File: src/rtl/aig_seq_eval.sv
// rtl/aig_seq_eval.sv - sequential and-inverter-graph evaluator with a programmable node table
module aig_seq_eval #(
  parameter int NUM_IN    = 4,
  parameter int MAX_NODES = 16,
  localparam int LIT_W  = $clog2(1 + NUM_IN + MAX_NODES) + 1,
  localparam int ADDR_W = $clog2(MAX_NODES),
  localparam int CNT_W  = $clog2(MAX_NODES + 1)
) (
  input  logic              clk,
  input  logic              rst_n,
  input  logic              cfg_we,
  input  logic [ADDR_W-1:0] cfg_addr,
  input  logic [LIT_W-1:0]  cfg_lit_a,
  input  logic [LIT_W-1:0]  cfg_lit_b,
  input  logic [CNT_W-1:0]  cfg_num_nodes,
  input  logic [LIT_W-1:0]  cfg_out_lit,
  output logic              cfg_ready,
  input  logic              in_valid,
  output logic              in_ready,
  input  logic [NUM_IN-1:0] x,
  output logic              out_valid,
  input  logic              out_ready,
  output logic              y,
  output logic              err
);

  typedef enum logic [1:0] {IDLE, EVAL, DONE} state_t;

  state_t               state_q, state_d;
  logic [CNT_W-1:0]     k_q, k_d, num_q, num_d, k_inc;
  logic [LIT_W-1:0]     out_lit_q, out_lit_d;
  logic [NUM_IN-1:0]    x_q, x_d;
  logic [MAX_NODES-1:0] node_val_q, node_val_d;
  logic [LIT_W-1:0]     tbl_a_q [MAX_NODES];
  logic [LIT_W-1:0]     tbl_a_d [MAX_NODES];
  logic [LIT_W-1:0]     tbl_b_q [MAX_NODES];
  logic [LIT_W-1:0]     tbl_b_d [MAX_NODES];
  logic                 err_q, err_d, y_q, y_d, out_valid_q, out_valid_d, idle_q, idle_d;
  logic [LIT_W-1:0]     cur_a, cur_b;
  logic [1:0]           res_a, res_b, res_y;

  // Returns {bad, value}; a literal pointing at a node at or beyond limit reads as 0 and flags bad.
  function automatic logic [1:0] resolve_lit(input logic [LIT_W-1:0] lit,
                                             input logic [NUM_IN-1:0] xv,
                                             input logic [MAX_NODES-1:0] nv,
                                             input int limit);
    int   idx;
    logic v;
    logic bad;
    idx = int'(lit[LIT_W-1:1]);
    v   = 1'b0;
    bad = 1'b0;
    if (idx == 0) begin
      v = 1'b0;
    end else if (idx <= NUM_IN) begin
      for (int i = 0; i < NUM_IN; i++) if (i == idx - 1) v = xv[i];
    end else if (idx - NUM_IN - 1 < limit) begin
      for (int i = 0; i < MAX_NODES; i++) if (i == idx - NUM_IN - 1) v = nv[i];
    end else begin
      bad = 1'b1;
    end
    return {bad, bad ? 1'b0 : (v ^ lit[0])};
  endfunction

  always_comb begin
    cur_a = '0;
    cur_b = '0;
    for (int i = 0; i < MAX_NODES; i++) begin
      if (i == int'(k_q)) begin
        cur_a = tbl_a_q[i];
        cur_b = tbl_b_q[i];
      end
    end
  end

  assign res_a = resolve_lit(cur_a, x_q, node_val_q, int'(k_q));
  assign res_b = resolve_lit(cur_b, x_q, node_val_q, int'(k_q));
  assign res_y = resolve_lit(out_lit_q, x_q, node_val_q, int'(num_q));
  assign k_inc = k_q + CNT_W'(1);

  always_comb begin
    state_d     = state_q;
    k_d         = k_q;
    num_d       = num_q;
    out_lit_d   = out_lit_q;
    x_d         = x_q;
    node_val_d  = node_val_q;
    tbl_a_d     = tbl_a_q;
    tbl_b_d     = tbl_b_q;
    err_d       = err_q;
    y_d         = y_q;
    out_valid_d = out_valid_q;
    case (state_q)
      IDLE: begin
        if (cfg_we) begin
          tbl_a_d[cfg_addr] = cfg_lit_a;
          tbl_b_d[cfg_addr] = cfg_lit_b;
        end
        if (in_valid) begin
          x_d       = x;
          out_lit_d = cfg_out_lit;
          k_d       = '0;
          state_d   = EVAL;
          if (cfg_num_nodes > CNT_W'(MAX_NODES)) begin
            num_d = CNT_W'(MAX_NODES);
            err_d = 1'b1;
          end else begin
            num_d = cfg_num_nodes;
            err_d = 1'b0;
          end
        end
      end
      EVAL: begin
        if (k_q < num_q) begin
          for (int i = 0; i < MAX_NODES; i++)
            if (i == int'(k_q)) node_val_d[i] = res_a[0] & res_b[0];
          err_d = err_q | res_a[1] | res_b[1];
        end
        k_d = k_inc;
        if (k_inc >= num_q) state_d = DONE;
      end
      DONE: begin
        // First DONE cycle registers the output literal; the result is then held for the consumer.
        if (!out_valid_q) begin
          y_d         = res_y[0];
          err_d       = err_q | res_y[1];
          out_valid_d = 1'b1;
        end else if (out_ready) begin
          out_valid_d = 1'b0;
          state_d     = IDLE;
        end
      end
      default: state_d = IDLE;
    endcase
    idle_d = (state_d == IDLE);
  end

  always_ff @(posedge clk or negedge rst_n) begin
    if (!rst_n) begin
      state_q     <= IDLE;
      k_q         <= '0;
      num_q       <= '0;
      out_lit_q   <= '0;
      x_q         <= '0;
      node_val_q  <= '0;
      tbl_a_q     <= '{default: '0};
      tbl_b_q     <= '{default: '0};
      err_q       <= 1'b0;
      y_q         <= 1'b0;
      out_valid_q <= 1'b0;
      idle_q      <= 1'b1;
    end else begin
      state_q     <= state_d;
      k_q         <= k_d;
      num_q       <= num_d;
      out_lit_q   <= out_lit_d;
      x_q         <= x_d;
      node_val_q  <= node_val_d;
      tbl_a_q     <= tbl_a_d;
      tbl_b_q     <= tbl_b_d;
      err_q       <= err_d;
      y_q         <= y_d;
      out_valid_q <= out_valid_d;
      idle_q      <= idle_d;
    end
  end

  assign in_ready  = idle_q;
  assign cfg_ready = idle_q;
  assign out_valid = out_valid_q;
  assign y         = y_q;
  assign err       = err_q;

endmodule

File: config.mk
export PLATFORM = sky130hd
export DESIGN_NAME = aig_seq_eval
export DESIGN_NICKNAME = d
export VERILOG_FILES = /design/src/rtl/aig_seq_eval.sv
export SDC_FILE = /design/constraint.sdc
export NUM_CORES = 1
export LEC_CHECK = 0
export ABC_AREA = 1
export BUFFER_PORTS_ARGS = -buffer_cell sky130_fd_sc_hd__buf_2
export CORE_MARGIN = 2
export CORE_UTILIZATION = 50
export DETAILED_ROUTE_END_ITERATION = 16
export PLACE_DENSITY = 0.66
export SLEW_MARGIN = 30
export SYNTH_ARGS = -nofsm -noshare
export SYNTH_HDL_FRONTEND = slang
export SYNTH_SLANG_ARGS = --single-unit
File: constraint.sdc
create_clock -name clk -period 7.7 [get_ports clk]
set_input_delay 1.155 -clock clk [delete_from_list [all_inputs] [get_ports clk]]
set_output_delay 1.155 -clock clk [all_outputs]
set_load 0.01 [all_outputs]
# ---- Yosys cells after proc, flatten, opt, wreduce, memory -nomap -nowiden
# Cells that the tools add are included.
dict set report classes {
  n_reduce_logical 36
  add_sub_neg 10
  eq_ne 74
  mux 132
  n_bitwise 9
  order_cmp 11
}
# op count
set ops {}
lappend ops {{$mux 6} 33}
lappend ops {{$bwmux 96} 2}
lappend ops {{$logic_not 32->1} 6}
lappend ops {{$eq 5x7->1 const A} 24}
lappend ops {{$mux 1} 87}
lappend ops {{$eq 4x7->1 const A} 12}
lappend ops {{$reduce_and 3->1} 16}
lappend ops {{$eq 3x7->1 const A} 6}
lappend ops {{$eq 5x5->1 const A} 8}
lappend ops {{$eq 3x6->1 const A} 6}
lappend ops {{$demux 6 s4} 1}
lappend ops {{$eq 2x7->1 const A} 3}
lappend ops {{$lt 7x6->1} 3}
lappend ops {{$sub 6x2->7 const B} 3}
lappend ops {{$eq 4x5->1 const A} 4}
lappend ops {{$logic_not 5->1} 4}
lappend ops {{$eq 2x6->1 const A} 3}
lappend ops {{$sub 5x1->6 const B} 3}
lappend ops {{$sub 5x3->6 const B} 3}
lappend ops {{$le 5x3->1 const B} 3}
lappend ops {{$eq 3x5->1 const A} 2}
lappend ops {{$mux 5} 2}
lappend ops {{$pmux 5 s2} 1}
lappend ops {{$mux 2} 4}
lappend ops {{23 further kinds} 33}
dict set report word_totals {
  register_bits 234
  elab_cells 329
  output_inout_bits 5
  inputBits 36
}

# ---- Logic depth before layout (Yosys ltp)
dict set report depth {
  depth_word 42
  ltp_mapped 43
  depth_no_buf 41
}

# ---- Worst setup path after synthesis
# OpenSTA, ideal clock, no wires.
dict set report synth_timing {
  path_type {flip-flop to flip-flop}
  start {reg k_q[0]}
  end {reg node_val_q[7]}
  t_arrival_ns 4.217
  t_required_ns 7.580
  setup_ns 0.120
  stages_incl_launch_ff 38
  path_slack_ns 3.362
  path_buffers 3
  synth_period_minus_slack_ns 4.338
  path_cell_list {dfrtp_1 > inv_1 > ha_1 > inv_1 > nor2_1 > nand2_1 > buf_2 > buf_4 > o21ai_0 > inv_1 > nand2_1 > nand2_1 > nand2_1 > nand2_1 > nand3_1 > nand3_1 > nand2_1 > nand3_1 > [... 2 more ...] > nand2_1 > nand2_1 > a21boi_1 > ha_1 > ha_1 > xor2_1 > ha_1 > nand3_1 > nand4_1 > nand2_1 > nand2_1 > o21ai_1 > nand2_1 > nand2_1 > nand2_2 > buf_4 > nand3_1 > nand2_1}
}
dict set report synth_via {
  elab_chain_cells 42
  word_cells_on_any_way 159
  classes_between {add/sub (6); order compare (5); eq/ne (51); mux (86); bitwise (3); reduce/logical (8)}
}
# item line_no
set synth_lines {}
lappend synth_lines {{start: declaration} 30} ;# logic [CNT_W-1:0] k_q, k_d, num_q, num_d, k_inc;
lappend synth_lines {{start signal: assignment} 154} ;# k_q <= k_d;
lappend synth_lines {{$logic_not 5->1} 69} ;# if (i == int'(k_q)) begin
lappend synth_lines {{$mux 6 (16 in series)} 69}
lappend synth_lines {{$sub 5x3->6} {57, 58}}
lappend synth_lines {{$sub 6x2->7} {57, 58}}
lappend synth_lines {{$logic_not 32->1} 58} ;# for (int i = 0; i < MAX_NODES; i++) if (i == idx - NUM_IN - 1) v = nv[i];
lappend synth_lines {{$mux 1 (16 in series)} 58}
lappend synth_lines {{$mux 1} 57} ;# end else if (idx - NUM_IN - 1 < limit) begin
lappend synth_lines {{$mux 1} 55} ;# end else if (idx <= NUM_IN) begin
lappend synth_lines {{$mux 1} 53} ;# if (idx == 0) begin
lappend synth_lines {{$xor 1x1->1} 62} ;# return {bad, bad ? 1'b0 : (v ^ lit[0])};
lappend synth_lines {{$mux 1} 62}
lappend synth_lines {{$and 1x1->1} 116} ;# if (i == int'(k_q)) node_val_d[i] = res_a[0] & res_b[0];
lappend synth_lines {{end signal: assignment} 158} ;# node_val_q <= node_val_d;
lappend synth_lines {{end: declaration} 33} ;# logic [MAX_NODES-1:0] node_val_q, node_val_d;
# Parallel ways exist; a longest one is shown, timed or not.
# A chain may end at the register's enable or synchronous reset.

# ---- Final worst setup path
dict set report layout_timing {
  start {reg k_q[0]}
  end {reg node_val_q[12]}
}
# The elaborated chain is that of the path after synthesis.

==> results.tsv <==
metric	value	unit
Gate Count Post-Synth	1748	
maximum fanout along the worst path	26	
Post-CTS Resized	0	
later-pin clock latency in the skew report	540	ps
CP Data Required Time	8170	ps
CP max stage delay	480	ps
Hold Fails Final Rpt	0	
reg-to-reg endpoint	node_val_q[12]	
count of cell types in the netlist	51	
most frequent cells in the layout	nand2_1, o21ai_0, dfrtp_1	
net count after synthesis	1842	
CTS Hold Buffers Added	0	
VDD IR max	0.317	mV
Rel. slew slack	43.4	%
largest net degree at the start of global routing	85	
Min Clock Period, post-route	5780	ps
crit start category	flop	
Worst Clk Skew	9.31	ps
crit path DAT	6260	ps
commonest non-fill, non-tap cell in the layout	nand2_1	
synthesized area per cell	7.49	um2
starting density of the core	50.5	%
Max-cap violations	0	
hold depth	2	
worst hold start	tbl_a_q[31]	
Final HPWL DP	25.4	mm
Vias/cell	5.41	
DRT Wirelength	36.4	mm
status	finished, final reports clean	
total congestion overflow	0	
setup TNS	0	ps
DRT Pass-1 Iters	7	
kind of critical path	flop to flop	
Setup-failing EPs final	0	
Sink Count	234	
die height	166	um
Vias	11400	
post-layout util	55.4	%
global-route wire length before repair	59.1	mm
Ant. Diodes	0	
Tot GR Track Use	26.6	%
clk buf depth	3	
Yosys reg bits	234	
Seq/Total Area, Yosys	44.7	%
start of the worst register-to-register path	k_q[0]	
hold endpoint	tbl_a_q[31]	
final period utilization	75.1	%
total CTS buffers	26	
unrepaired setup endpoints after global routing	false	
synth warn	0	
num rows	59	
Hold Crit Class	flop to flop	
Worst-path clk slew	60	ps
H-tree depth	1	
Design Area, Final	14400	um2
initial DRC count	1122	
Post-Place Cell Area	13500	um2
post-place setup slack	2020	ps
crit path capture type	flop	
Clock Tree Root	clkbuf_16	
core area	25900	um2
Slew Viols, Final	0	
post-CTS setup buffers	0	
Nets	1844	
ys flop type	dfrtp_1	
Post-synth EDFFs	0	
pwr/cell area	521	nW/um2
ys async rst share	100	%
Fmax achieved	0.173	GHz
R2R setup slack	1920	ps
worst-margin pin slew	847	ps
Most common cell on crit path	nand2_1	
post-synthesis cell area	13100	um2
die area	27500	um2
Die W	166	um
initial antenna violation count	0	
ANT nets after route	0	
fraction of final layout cells sized beyond drive strength 1	8.31	%
wire per inst	17.3	um
FF-to-FF path depth	37	
IO Port Bufs	40	
Final Worst Setup Slack	1920	ps
number of remaining DRC errors	0	
TritonCTS clock tree	yes	
critical-path cell with the highest stage delay	nand2_1	
Top-Level Pins	41	
leakage	7.28	nW
vias in the first global route	10700	
Placer Congestion	0.973	
Syn-to-layout area delta	9.72	%
-- synth_stat cells (2+ instances only) --
library cell	count	area (um2)
buf_4	3	22.5
a211oi_1	8	60.1
o21ai_1	3	15.0
nor2_2	4	25.0
nor3_1	11	55.1
inv_2	5	18.8
clkbuf_1	57	214
dfrtp_1	233	5830
o21ai_0	277	1390
xnor2_1	4	35.0
ha_1	58	726
a21o_1	3	22.5
a21oi_4	2	32.5
o211ai_1	6	45.0
a31oi_1	4	25.0
or2_0	6	37.5
clkinv_1	3	11.3
nand4_1	13	81.3
or2_2	30	188
o221ai_1	2	17.5
nor2_1	60	225
inv_1	182	683
a21oi_1	32	160
o22ai_1	8	50.1
buf_2	9	45.0
nand2_1	581	2180
nand2_2	6	37.5
xor2_1	5	43.8
nor2_4	5	56.3
nand3b_1	5	37.5
nand3_1	101	505
a221oi_1	3	26.3
-- layout make-up --
| cell class | count | area (um2) |
|---|---|---|
| multi-input combinational | 1254 | 6230 |
| inverter | 190 | 713 |
| sequential | 234 | 5860 |
| fill | 2511 | 11500 |
| timing repair buffer | 44 | 248 |
| tap | 335 | 419 |
| clock buffer | 35 | 744 |
| clock inverter | 12 | 151 |
-- per-stage QoR --
step	cells	hold slack [ps]	total power, W
finish	2104	481	0.00748
global route	2104	498	0.00819
CTS	2104	482	0.00747
detailed placement	2057	466	0.00614
global placement	2057	459	0.00607
floorplan	1748	446	0.00508
-- registers in the layout (all words and copies together) (netlist names), 2 cells and up --
signal	flops
k_q	5
node_val_q	16
num_q	5
out_lit_q	6
state_q	2
tbl_a_q	96
tbl_b_q	96
x_q	4
-- worst max-delay path by stage --
stage / depth (start not counted) / to / start / slack [ps]
5_1_grt: 37 / node_val_q[12] / k_q[0] / 1280
6_report: 37 / node_val_q[12] / k_q[0] / 1920
4_1_cts: 37 / node_val_q[12] / k_q[0] / 1940
2_1_floorplan: 37 / node_val_q[7] / k_q[0] / 3360
3_3_place_gp: 38 / node_val_q[11] / k_q[0] / 2090
3_5_place_dp: 37 / node_val_q[1] / k_q[0] / 2020
-- kinds of logic (layout without fill, tap and decap cells) --
logic type | after synthesis | in the layout | share of synthesized area, %
adders and majority gates | 58 | 58 | 5.54
AOI/OAI and AO/OA | 360 | 360 | 14.9
and+or+nand+nor | 826 | 826 | 26.4
DFF | 234 | 234 | 44.7
buffers and inverters | 260 | 281 | 7.69
xor gates and xnor gates | 10 | 10 | 0.726
-- per-layer routing --
metal	vias up	global-route usage (%)	wire length, um	share of wire (%)
li1	5634	-	-	-
met1	5307	38.5	16400	45
met2	368	41.8	16700	46
met3	71	4.12	2300	6.3
met4	0	7.56	1060	2.9
met5	-	0	0	0
-- power breakdown --
part | switching, W | total, W | leakage, nW | internal (W)
sequential | 0.000337 | 0.00212 | 3.03 | 0.00178
clock | 0.000524 | 0.00130 | 0.440 | 0.000778
combinational | 0.00269 | 0.00406 | 3.81 | 0.00137
total | 0.00355 | 0.00748 | 7.28 | 0.00393
-- worst max-delay path: cells and delay by family (launching register included) --
family                     cells  cell delay [ps]
DFF                            1              470
xor gates and xnor gates       1              230
AOI/OAI and AO/OA              4              710
and+or+nand+nor               25             3000
buffers and inverters          4              450
adders and majority gates      3              820
Power figures use the tool's default switching activity.
